[src/rtl/cpu_defs_pkg.sv]
// Shared ISA definitions for the decode stage: opcodes, ALU commands, field positions, ID/EX bundle.
// Pure definitions; no latency or flow control of its own.
package cpu_defs_pkg;

  localparam int DATA_W    = 32;
  localparam int REG_COUNT = 32;
  localparam int REG_AW    = 5;

  localparam int OP_MSB  = 31;
  localparam int OP_LSB  = 26;
  localparam int RS_MSB  = 25;
  localparam int RS_LSB  = 21;
  localparam int RT_MSB  = 20;
  localparam int RT_LSB  = 16;
  localparam int RD_MSB  = 15;
  localparam int RD_LSB  = 11;
  localparam int IMM_MSB = 15;

  typedef logic [5:0] opcode_t;
  localparam opcode_t OP_NOP  = 6'd0;
  localparam opcode_t OP_ADD  = 6'd1;
  localparam opcode_t OP_SUB  = 6'd3;
  localparam opcode_t OP_AND  = 6'd5;
  localparam opcode_t OP_OR   = 6'd6;
  localparam opcode_t OP_NOR  = 6'd7;
  localparam opcode_t OP_XOR  = 6'd8;
  localparam opcode_t OP_SLA  = 6'd9;
  localparam opcode_t OP_SLL  = 6'd10;
  localparam opcode_t OP_SRA  = 6'd11;
  localparam opcode_t OP_SRL  = 6'd12;
  localparam opcode_t OP_ADDI = 6'd32;
  localparam opcode_t OP_SUBI = 6'd33;
  localparam opcode_t OP_LD   = 6'd36;
  localparam opcode_t OP_ST   = 6'd37;
  localparam opcode_t OP_BEZ  = 6'd40;
  localparam opcode_t OP_BNE  = 6'd41;
  localparam opcode_t OP_JMP  = 6'd42;

  typedef logic [3:0] exe_cmd_t;
  localparam exe_cmd_t EXE_ADD = 4'd0;
  localparam exe_cmd_t EXE_SUB = 4'd1;
  localparam exe_cmd_t EXE_AND = 4'd2;
  localparam exe_cmd_t EXE_OR  = 4'd3;
  localparam exe_cmd_t EXE_NOR = 4'd4;
  localparam exe_cmd_t EXE_XOR = 4'd5;
  localparam exe_cmd_t EXE_SLA = 4'd6;
  localparam exe_cmd_t EXE_SLL = 4'd7;
  localparam exe_cmd_t EXE_SRA = 4'd8;
  localparam exe_cmd_t EXE_SRL = 4'd9;
  localparam exe_cmd_t EXE_NOP = 4'd15;

  typedef struct packed {
    exe_cmd_t            cmd;
    logic [DATA_W-1:0]   val1;
    logic [DATA_W-1:0]   val2;
    logic [DATA_W-1:0]   st_val;
    logic [REG_AW-1:0]   dest;
    logic                wb_en;
    logic                mem_r_en;
    logic                mem_w_en;
    logic [DATA_W-1:0]   pc;
  } id_ex_t;

  function automatic id_ex_t nop_bundle();
    id_ex_t b;
    b     = '0;
    b.cmd = EXE_NOP;
    return b;
  endfunction

  function automatic logic [DATA_W-1:0] sext16(input logic [IMM_MSB:0] imm);
    return {{(DATA_W-IMM_MSB-1){imm[IMM_MSB]}}, imm};
  endfunction

endpackage

[src/rtl/register_file.sv]
// 32-entry register file: two async read ports, one write port, r0 hardwired to zero.
// Reads see a same-cycle write (write-through); no backpressure.
module register_file
  import cpu_defs_pkg::*;
(
  input  logic              clk,
  input  logic              rst,
  input  logic [REG_AW-1:0] rd_addr1,
  input  logic [REG_AW-1:0] rd_addr2,
  output logic [DATA_W-1:0] rd_data1,
  output logic [DATA_W-1:0] rd_data2,
  input  logic              wr_en,
  input  logic [REG_AW-1:0] wr_addr,
  input  logic [DATA_W-1:0] wr_data
);

  logic [DATA_W-1:0] regs [REG_COUNT];

  always_ff @(posedge clk) begin
    if (!rst) begin
      for (int i = 0; i < REG_COUNT; i++) regs[i] <= '0;
    end else if (wr_en && wr_addr != '0) begin
      regs[wr_addr] <= wr_data;
    end
  end

  always_comb begin
    rd_data1 = regs[rd_addr1];
    if (rd_addr1 == '0)                       rd_data1 = '0;
    else if (wr_en && wr_addr == rd_addr1)    rd_data1 = wr_data;
  end

  always_comb begin
    rd_data2 = regs[rd_addr2];
    if (rd_addr2 == '0)                       rd_data2 = '0;
    else if (wr_en && wr_addr == rd_addr2)    rd_data2 = wr_data;
  end

endmodule

[src/rtl/id_stage.sv]
// Decode stage: IF/ID register, regfile read, decode, branch resolve, RAW stall; registered ID/EX bundle.
// Two edges fetch-to-EX; any RAW hazard against EX or MEM holds IF/ID and bubbles ID/EX.
module id_stage
  import cpu_defs_pkg::*;
(
  input  logic              clk,
  input  logic              rst,
  input  logic [DATA_W-1:0] if_instruction,
  input  logic [DATA_W-1:0] if_pc,
  input  logic              wb_en,
  input  logic [REG_AW-1:0] wb_dest,
  input  logic [DATA_W-1:0] wb_value,
  input  logic              mem_wb_en,
  input  logic [REG_AW-1:0] mem_dest,
  output logic              branch_taken,
  output logic [DATA_W-1:0] branch_address,
  output logic              hazard_stall,
  output logic [3:0]        ex_cmd,
  output logic [DATA_W-1:0] ex_val1,
  output logic [DATA_W-1:0] ex_val2,
  output logic [DATA_W-1:0] ex_st_val,
  output logic [REG_AW-1:0] ex_dest,
  output logic              ex_wb_en,
  output logic              ex_mem_r_en,
  output logic              ex_mem_w_en,
  output logic [DATA_W-1:0] ex_pc
);

  logic [DATA_W-1:0] if_id_instr, if_id_pc;
  id_ex_t            id_ex_q, decoded;

  opcode_t           op;
  logic [REG_AW-1:0] rs, rt, rd;
  logic [DATA_W-1:0] imm_sext, rv1, rv2;

  assign op       = if_id_instr[OP_MSB:OP_LSB];
  assign rs       = if_id_instr[RS_MSB:RS_LSB];
  assign rt       = if_id_instr[RT_MSB:RT_LSB];
  assign rd       = if_id_instr[RD_MSB:RD_LSB];
  assign imm_sext = sext16(if_id_instr[IMM_MSB:0]);

  register_file u_regfile (
    .clk      (clk),
    .rst      (rst),
    .rd_addr1 (rs),
    .rd_addr2 (rt),
    .rd_data1 (rv1),
    .rd_data2 (rv2),
    .wr_en    (wb_en),
    .wr_addr  (wb_dest),
    .wr_data  (wb_value)
  );

  exe_cmd_t          cmd;
  logic [REG_AW-1:0] dest;
  logic              dec_wb, dec_mr, dec_mw, use_imm, uses_rs, uses_rt, rtype;
  logic              is_bez, is_bne, is_jmp;

  // Everything defaults to NOP so unknown or X opcodes never reach control.
  always_comb begin
    cmd = EXE_NOP; dest = '0; dec_wb = 1'b0; dec_mr = 1'b0; dec_mw = 1'b0;
    use_imm = 1'b0; uses_rs = 1'b0; uses_rt = 1'b0; rtype = 1'b0;
    is_bez = 1'b0; is_bne = 1'b0; is_jmp = 1'b0;
    case (op)
      OP_ADD:  begin cmd = EXE_ADD; rtype = 1'b1; end
      OP_SUB:  begin cmd = EXE_SUB; rtype = 1'b1; end
      OP_AND:  begin cmd = EXE_AND; rtype = 1'b1; end
      OP_OR:   begin cmd = EXE_OR;  rtype = 1'b1; end
      OP_NOR:  begin cmd = EXE_NOR; rtype = 1'b1; end
      OP_XOR:  begin cmd = EXE_XOR; rtype = 1'b1; end
      OP_SLA:  begin cmd = EXE_SLA; rtype = 1'b1; end
      OP_SLL:  begin cmd = EXE_SLL; rtype = 1'b1; end
      OP_SRA:  begin cmd = EXE_SRA; rtype = 1'b1; end
      OP_SRL:  begin cmd = EXE_SRL; rtype = 1'b1; end
      OP_ADDI: begin cmd = EXE_ADD; dest = rt; dec_wb = 1'b1; uses_rs = 1'b1; use_imm = 1'b1; end
      OP_SUBI: begin cmd = EXE_SUB; dest = rt; dec_wb = 1'b1; uses_rs = 1'b1; use_imm = 1'b1; end
      OP_LD:   begin cmd = EXE_ADD; dest = rt; dec_wb = 1'b1; dec_mr = 1'b1; uses_rs = 1'b1; use_imm = 1'b1; end
      OP_ST:   begin cmd = EXE_ADD; dec_mw = 1'b1; uses_rs = 1'b1; uses_rt = 1'b1; use_imm = 1'b1; end
      OP_BEZ:  begin is_bez = 1'b1; uses_rs = 1'b1; end
      OP_BNE:  begin is_bne = 1'b1; uses_rs = 1'b1; uses_rt = 1'b1; end
      OP_JMP:  is_jmp = 1'b1;
      OP_NOP:  ;
      default: ;
    endcase
    if (rtype) begin
      dest = rd; dec_wb = 1'b1; uses_rs = 1'b1; uses_rt = 1'b1;
    end
  end

  logic rs_hit, rt_hit, branch_cond;

  assign rs_hit = uses_rs && (rs != '0) &&
                  ((id_ex_q.wb_en && id_ex_q.dest == rs) || (mem_wb_en && mem_dest == rs));
  assign rt_hit = uses_rt && (rt != '0) &&
                  ((id_ex_q.wb_en && id_ex_q.dest == rt) || (mem_wb_en && mem_dest == rt));
  assign hazard_stall = rs_hit || rt_hit;

  // A branch waiting on its operands must not redirect with stale register values.
  assign branch_cond    = is_jmp || (is_bez && rv1 == '0) || (is_bne && rv1 != rv2);
  assign branch_taken   = branch_cond && !hazard_stall;
  assign branch_address = if_id_pc + DATA_W'(4) + {imm_sext[DATA_W-3:0], 2'b00};

  always_comb begin
    decoded = nop_bundle();
    if (cmd != EXE_NOP) begin
      decoded.cmd      = cmd;
      decoded.val1     = rv1;
      decoded.val2     = use_imm ? imm_sext : rv2;
      decoded.st_val   = rv2;
      decoded.dest     = dest;
      decoded.wb_en    = dec_wb;
      decoded.mem_r_en = dec_mr;
      decoded.mem_w_en = dec_mw;
      decoded.pc       = if_id_pc;
    end
  end

  always_ff @(posedge clk) begin
    if (!rst) begin
      if_id_instr <= '0;
      if_id_pc    <= '0;
      id_ex_q     <= '0;
    end else if (hazard_stall) begin
      id_ex_q     <= nop_bundle();
    end else if (branch_taken) begin
      if_id_instr <= '0;
      if_id_pc    <= '0;
      id_ex_q     <= nop_bundle();
    end else begin
      if_id_instr <= if_instruction;
      if_id_pc    <= if_pc;
      id_ex_q     <= decoded;
    end
  end

  assign ex_cmd      = id_ex_q.cmd;
  assign ex_val1     = id_ex_q.val1;
  assign ex_val2     = id_ex_q.val2;
  assign ex_st_val   = id_ex_q.st_val;
  assign ex_dest     = id_ex_q.dest;
  assign ex_wb_en    = id_ex_q.wb_en;
  assign ex_mem_r_en = id_ex_q.mem_r_en;
  assign ex_mem_w_en = id_ex_q.mem_w_en;
  assign ex_pc       = id_ex_q.pc;

endmodule

[config.mk]
export PLATFORM = sky130hd
export DESIGN_NAME = id_stage
export DESIGN_NICKNAME = d
export VERILOG_FILES = /design/src/rtl/cpu_defs_pkg.sv /design/src/rtl/register_file.sv /design/src/rtl/id_stage.sv
export SDC_FILE = /design/constraint.sdc
export NUM_CORES = 2
export LEC_CHECK = 0
export BUFFER_PORTS_ARGS = -buffer_cell sky130_fd_sc_hd__buf_2
export CAP_MARGIN = 20
export CORE_MARGIN = 5
export CORE_UTILIZATION = 48
export CTS_CLUSTER_SIZE = 25
export DETAILED_ROUTE_END_ITERATION = 7
export PLACE_DENSITY = 0.65
export SYNTH_ARGS = -nofsm -noshare
export SYNTH_HDL_FRONTEND = slang
export SYNTH_SLANG_ARGS = --single-unit
[constraint.sdc]
create_clock -name clk -period 6.3 [get_ports clk]
set_clock_uncertainty 0.05 [all_clocks]
set_input_delay 0.945 -clock clk [delete_from_list [all_inputs] [get_ports clk]]
set_output_delay 0.945 -clock clk [all_outputs]
set_load 0.005 [all_outputs]
======== Word-level counts from Yosys, hierarchy flattened ========
Memories as Yosys holds them, arrays and structs flattened. A register that Yosys moved wholly into a read port is not among the register bits.
Cells that the tools add are included.
operators by class
  reduce and logical (&&, ||, !) cells .... 35
  add/sub/neg operators ................... 2
  equality and inequality tests ........... 25
  muxes and demuxes ....................... 37
  bitwise logic cells ..................... 2
operator list
  operator                                                          count
  140-bit two-way mux                                               3
  32-bit two-way mux                                                8
  6-bit == test (second input constant)                             7
  4-bit case mux with 10 select lines                               1
  5-bit two-way mux                                                 7
  32-bit by 3-bit adder with 32-bit output (second input constant)  1
  32-bit adder                                                      1
  32-bit logical NOT                                                1
  32-bit != test                                                    1
  32-bit OR reduction                                               1
  5-bit == test                                                     6
  6-bit by 4-bit == test with 1-bit output (second input constant)  5
  6-bit by 3-bit == test with 1-bit output (second input constant)  3
  1-bit two-way mux                                                 18
  5-bit nonzero test                                                3
  1-bit logical AND                                                 14
  4-bit OR reduction                                                3
  5-bit logical NOT                                                 2
  10-bit OR reduction                                               1
  6-bit by 1-bit == test with 1-bit output (second input constant)  1
  6-bit by 2-bit == test with 1-bit output (second input constant)  1
  6-bit OR reduction                                                1
  1-bit logical OR                                                  5
  4-bit != test (second input constant)                             1
  other kinds (4)                                                   6
word-level totals
  register bits after elaboration ......... 204
  output and inout bits ................... 174
  memories kept ........................... 1
  RAM bits ................................ 1024
memories
  memory          words  width  rd ports  clocked after Yosys merged registers in  write ports  line                 text
  u_regfile.regs  32     32     2         2                                        32           register_file.sv:17  logic [DATA_W-1:0] regs [REG_COUNT];

======== Longest topological paths before layout ========
  depth in word-level cells ............... 12
  depth in mapped cells ................... 19

======== Cells and area by module ========
A second synthesis with hierarchy kept.
unflattened totals
  cells, all modules ...................... 4698
  area, all modules ....................... 63980.1 um^2
by module, submodules not included
  module         times used  cells each  area an instance (um^2)
  register_file  1           3832        55144.1
  id_stage       1           866         8836.0

======== Worst setup path before layout ========
OpenSTA, ideal clock, no wires.
  kind .................................... input to register
  start ................................... input port wb_dest[2]
  end ..................................... memory u_regfile.regs[24][0], enable pin
  path buffers ............................ 4
  path slack .............................. 1.294 ns
  stages .................................. 7
  arrival ................................. 4.491 ns
  library setup time ...................... 0.466 ns
  cell sequence ........................... clkbuf_1 > or3_1 > clkbuf_1 > nand3b_1 > clkbuf_1 > clkbuf_1 > o21ai_0
RTL lines
  item             line                 text
  start, declared  id_stage.sv:11       input logic [REG_AW-1:0] wb_dest,
  end, declared    register_file.sv:17

==> results.tsv <==
metric	value	unit
CP endpoint kind	primary output	
largest net degree at the start of global routing	73	
Port Buffers	283	
Yosys cell types	89	
outcome	finished, violations left	
total gr overflow	0	
TritonCTS Sinks	1238	
Die X	374	um
top achievable clock speed	157	MHz
min-delay src	if_instruction[30]	
initial antenna violation count	14	
DP Wirelength	155	mm
clk root buf	clkbuf_16	
P_int	15100	uW
Synth Area per Inst	13.9	sq um
Switching Share	27.8	%
CTS tree	built	
final hold violations	0	
CP dominant cell by count	buf_4	
CP endpoint	branch_taken	
Clock Latency Late Sink	0.79	ns
Final setup violation count	1	
CP delay by family, top	compound AO/OA/AOI/OAI gates	
placed cell count	6434	
EDFF count, synth	1024	
Worst VDD drop	0.277	mV
die height	374	um
io pins	284	
area of the multi-input gates	26800	sq um
slew margin rel.	16.1	%
CTS Buffer Depth	3	
area grow syn2layout	14.1	%
max-slew violations	0	
R2R Path End	if_id_instr[21]$_SDFFE_PN0N_	
crit path max fanout	29	
Syn Inst Count	4584	
clk slew on worst S/H paths	0.06	ns
flop2flop setup slack	0.82	ns
Top FF cell, synth	edfxtp_1	
final setup margin	-0.0732	ns
Worst path depth	14	
Crit-path slowest cell	dfxtp_4	
FF+latch area	35100	sq um
core area	132000	sq um
routed vias	45971	
NetSw	5830	uW
leak pwr	0.0252	uW
GPL Wtd Cong	0.935	
final total power	21000	uW
combinational share of power	16.9	%
FF-to-FF path depth	15	
Routed wire per std cell	35.7	um
first-pass iteration count of the detailed router	6	
htree depth	4	
worst-path cell chain	buf_4, nand2b_1, buf_4, o22ai_1, buf_4, nor3_1, a211oi_2, a222oi_1, a31oi_1, a2111oi_4, nand4_2, a21oi_1, nor2_1, buf_2	
PD cells	289	nW/um^2
worst slew pin tran	1.25	ns
Crit Path Category	register to primary output	
failing checks	setup timing	
mapped cell area	63600	sq um
area of the die	140000	sq um
RSZ-0062 raised after global routing	false	
vias in the first global route	45069	
ANT nets after route	0	
#FFs+latches synth	1238	
CP arrival	5.38	ns
CP max stage delay	0.71	ns
non-filler cells, final	6709	
Starting Density	48.3	%
hold buffer count at cts	0	
Nets	5006	
post-synthesis async set-or-reset flop share	0	%
CP bufs+invs	4	
first-pass GRT wire length	337	mm
share of cells above drive strength 1	27.8	%
WP data required	5.30	ns
CTS Buf Count	135	
critical path launch point type	register	
Min-Delay Path Class	primary input to register	
drt total wl	240	mm
Max-Cap Viols	0	
fin crit share	101	%
Ys Warns	0	
GRT Util Overall	33.5	%
DRT iter0 DRCs	7153	
total negative slack	-0.0732	ns
DRC	0	
DR vias/cell	6.85	
clock share of power	37.2	%
Seq/Total Area, Yosys	55.1	%
sequential power share	45.9	%
Rows	133	
Tmin final	6.37	ns
Layout fillers	10591	
cells in the mapped netlist, types with 44 or more instances:
cell,instances,area share (%)
a21oi_1,90,0.71
a22o_1,85,1.2
a22oi_1,85,1.0
and2_1,679,6.7
clkbuf_1,351,2.1
dfxtp_1,214,6.7
edfxtp_1,1024,48
ha_1,57,1.1
mux2i_1,102,1.6
mux4_2,503,18
nand2_1,101,0.60
nor2_1,161,0.95
nor3_1,414,3.3
o21ai_0,94,0.74
o22ai_1,65,0.64
xnor2_1,44,0.61
worst min-delay path by stage:
| stage | end | slack [ns] | cells past startpoint |
|---|---|---|---|
| detailed placement | ex_pc[2]$_SDFF_PP0_ | 0.40 | 2 |
| finish | if_id_instr[30]$_SDFFE_PN0N_ | 0.32 | 2 |
| global placement | ex_pc[2]$_SDFF_PP0_ | 0.40 | 2 |
| global route | if_id_instr[30]$_SDFFE_PN0N_ | 0.31 | 2 |
| floorplan | ex_pc[2]$_SDFF_PP0_ | 0.38 | 2 |
| CTS | if_id_instr[30]$_SDFFE_PN0N_ | 0.28 | 2 |
cell type report:
cell class / instances / share of cell area (%)
flip-flops and latches: 1238 / 48.3
well taps: 1755 / 3.03
multi-input cells: 2852 / 37.0
clock buffers: 181 / 5.20
diodes: 9 / 0.0310
inverters: 33 / 0.171
clock inverters: 63 / 0.705
repair buffers: 578 / 5.56
power by group through the flow:
stage                     Combinational, uW  Sequential [uW]  Clock, uW
final                                  3540             9620       7810
after global routing                   3630             9660       8200
after CTS                              3390             9610       7830
after detailed placement               3370             9790          0
after global placement                 3350             9760          0
after floorplan                        2020             9650          0
logic make-up (layout without fill, tap and decap cells):
group           count (synthesis)  in the layout  share of synthesized area [%]
compound gates                591            591                           6.61
other cells                     1             41                        0.00590
buf+inv                       525            855                           3.77
mux                           608            608                           19.5
simple gates                 1483           1483                           12.8
xor+xnor                       80             80                           1.10
flops                        1238           1238                           55.1
fa+ha+maj                      58             58                           1.15
metrics by stage:
step | util (%) | hold WS (ns) | worst slack (ns) | instance area (sq um)
5_1_grt | 55.1 | 0.307 | 0.0183 | 72500
2_1_floorplan | - | 0.384 | 1.29 | 63700
3_3_place_gp | 51.5 | 0.402 | 0.198 | 67800
6_report | 55.1 | 0.324 | -0.0732 | 72500
3_5_place_dp | 51.6 | 0.404 | 0.260 | 67900
4_1_cts | 54.9 | 0.285 | 0.00651 | 72200
placed cells by master, fill, tap and decap left out, types with 13 or more instances in the layout:
master     Yosys  final
edfxtp_1    1024   1024
and2_1       679    678
mux4_2       503    503
nor3_1       414    412
buf_2         40    282
buf_4         34    264
dfxtp_1      214    206
nor2_1       161    147
clkbuf_16      0    144
mux2i_1      102    102
nand2_1      101     98
a21oi_1       90     89
a22o_1        85     85
a22oi_1       85     85
o22ai_1       65     65
o21ai_0       94     61
ha_1          57     57
xnor2_1       44     44
a221oi_1      40     38
xor2_1        36     36
clkbuf_1     351     33
conb_1         1     32
o21ai_4        0     31
inv_1         31     30
nand3_1       26     25
buf_12         2     25
clkinv_1       1     22
clkinv_2       0     21
a21o_1        20     20
nand2b_1      18     18
nand4_1       13     13
flip-flops by register name, summed over array words and instances, names as in the netlist, named ones only:
register,flops
u_regfile.regs,1024
ex_val2,32
ex_cmd,4
if_id_instr,32
if_id_pc,32
ex_st_val,32
ex_mem_w_en,1
ex_dest,5
ex_wb_en,1
ex_mem_r_en,1
ex_pc,32
ex_val1,32
metal layers:
metal  track usage, %  vias to the layer above  share of wire (%)  routed length, um
met4             17.6                        8                6.2              14900
met2             51.1                     3827                 45             107000
met5                0                        -              0.020                 48
met1             42.8                    23087                 34              82600
met3             11.4                      792                 15              35000
li1                 -                    18257                  -                  -
timing repair:
item	in CTS	in global routing
cloned	0	1
setup endpoints to repair	1	2
resized for setup	2	16
buffers inserted	1	17
pin swaps	0	0
endpoints found under the hold margin	0	0
Note: power is estimated with default switching activity, not from simulation.
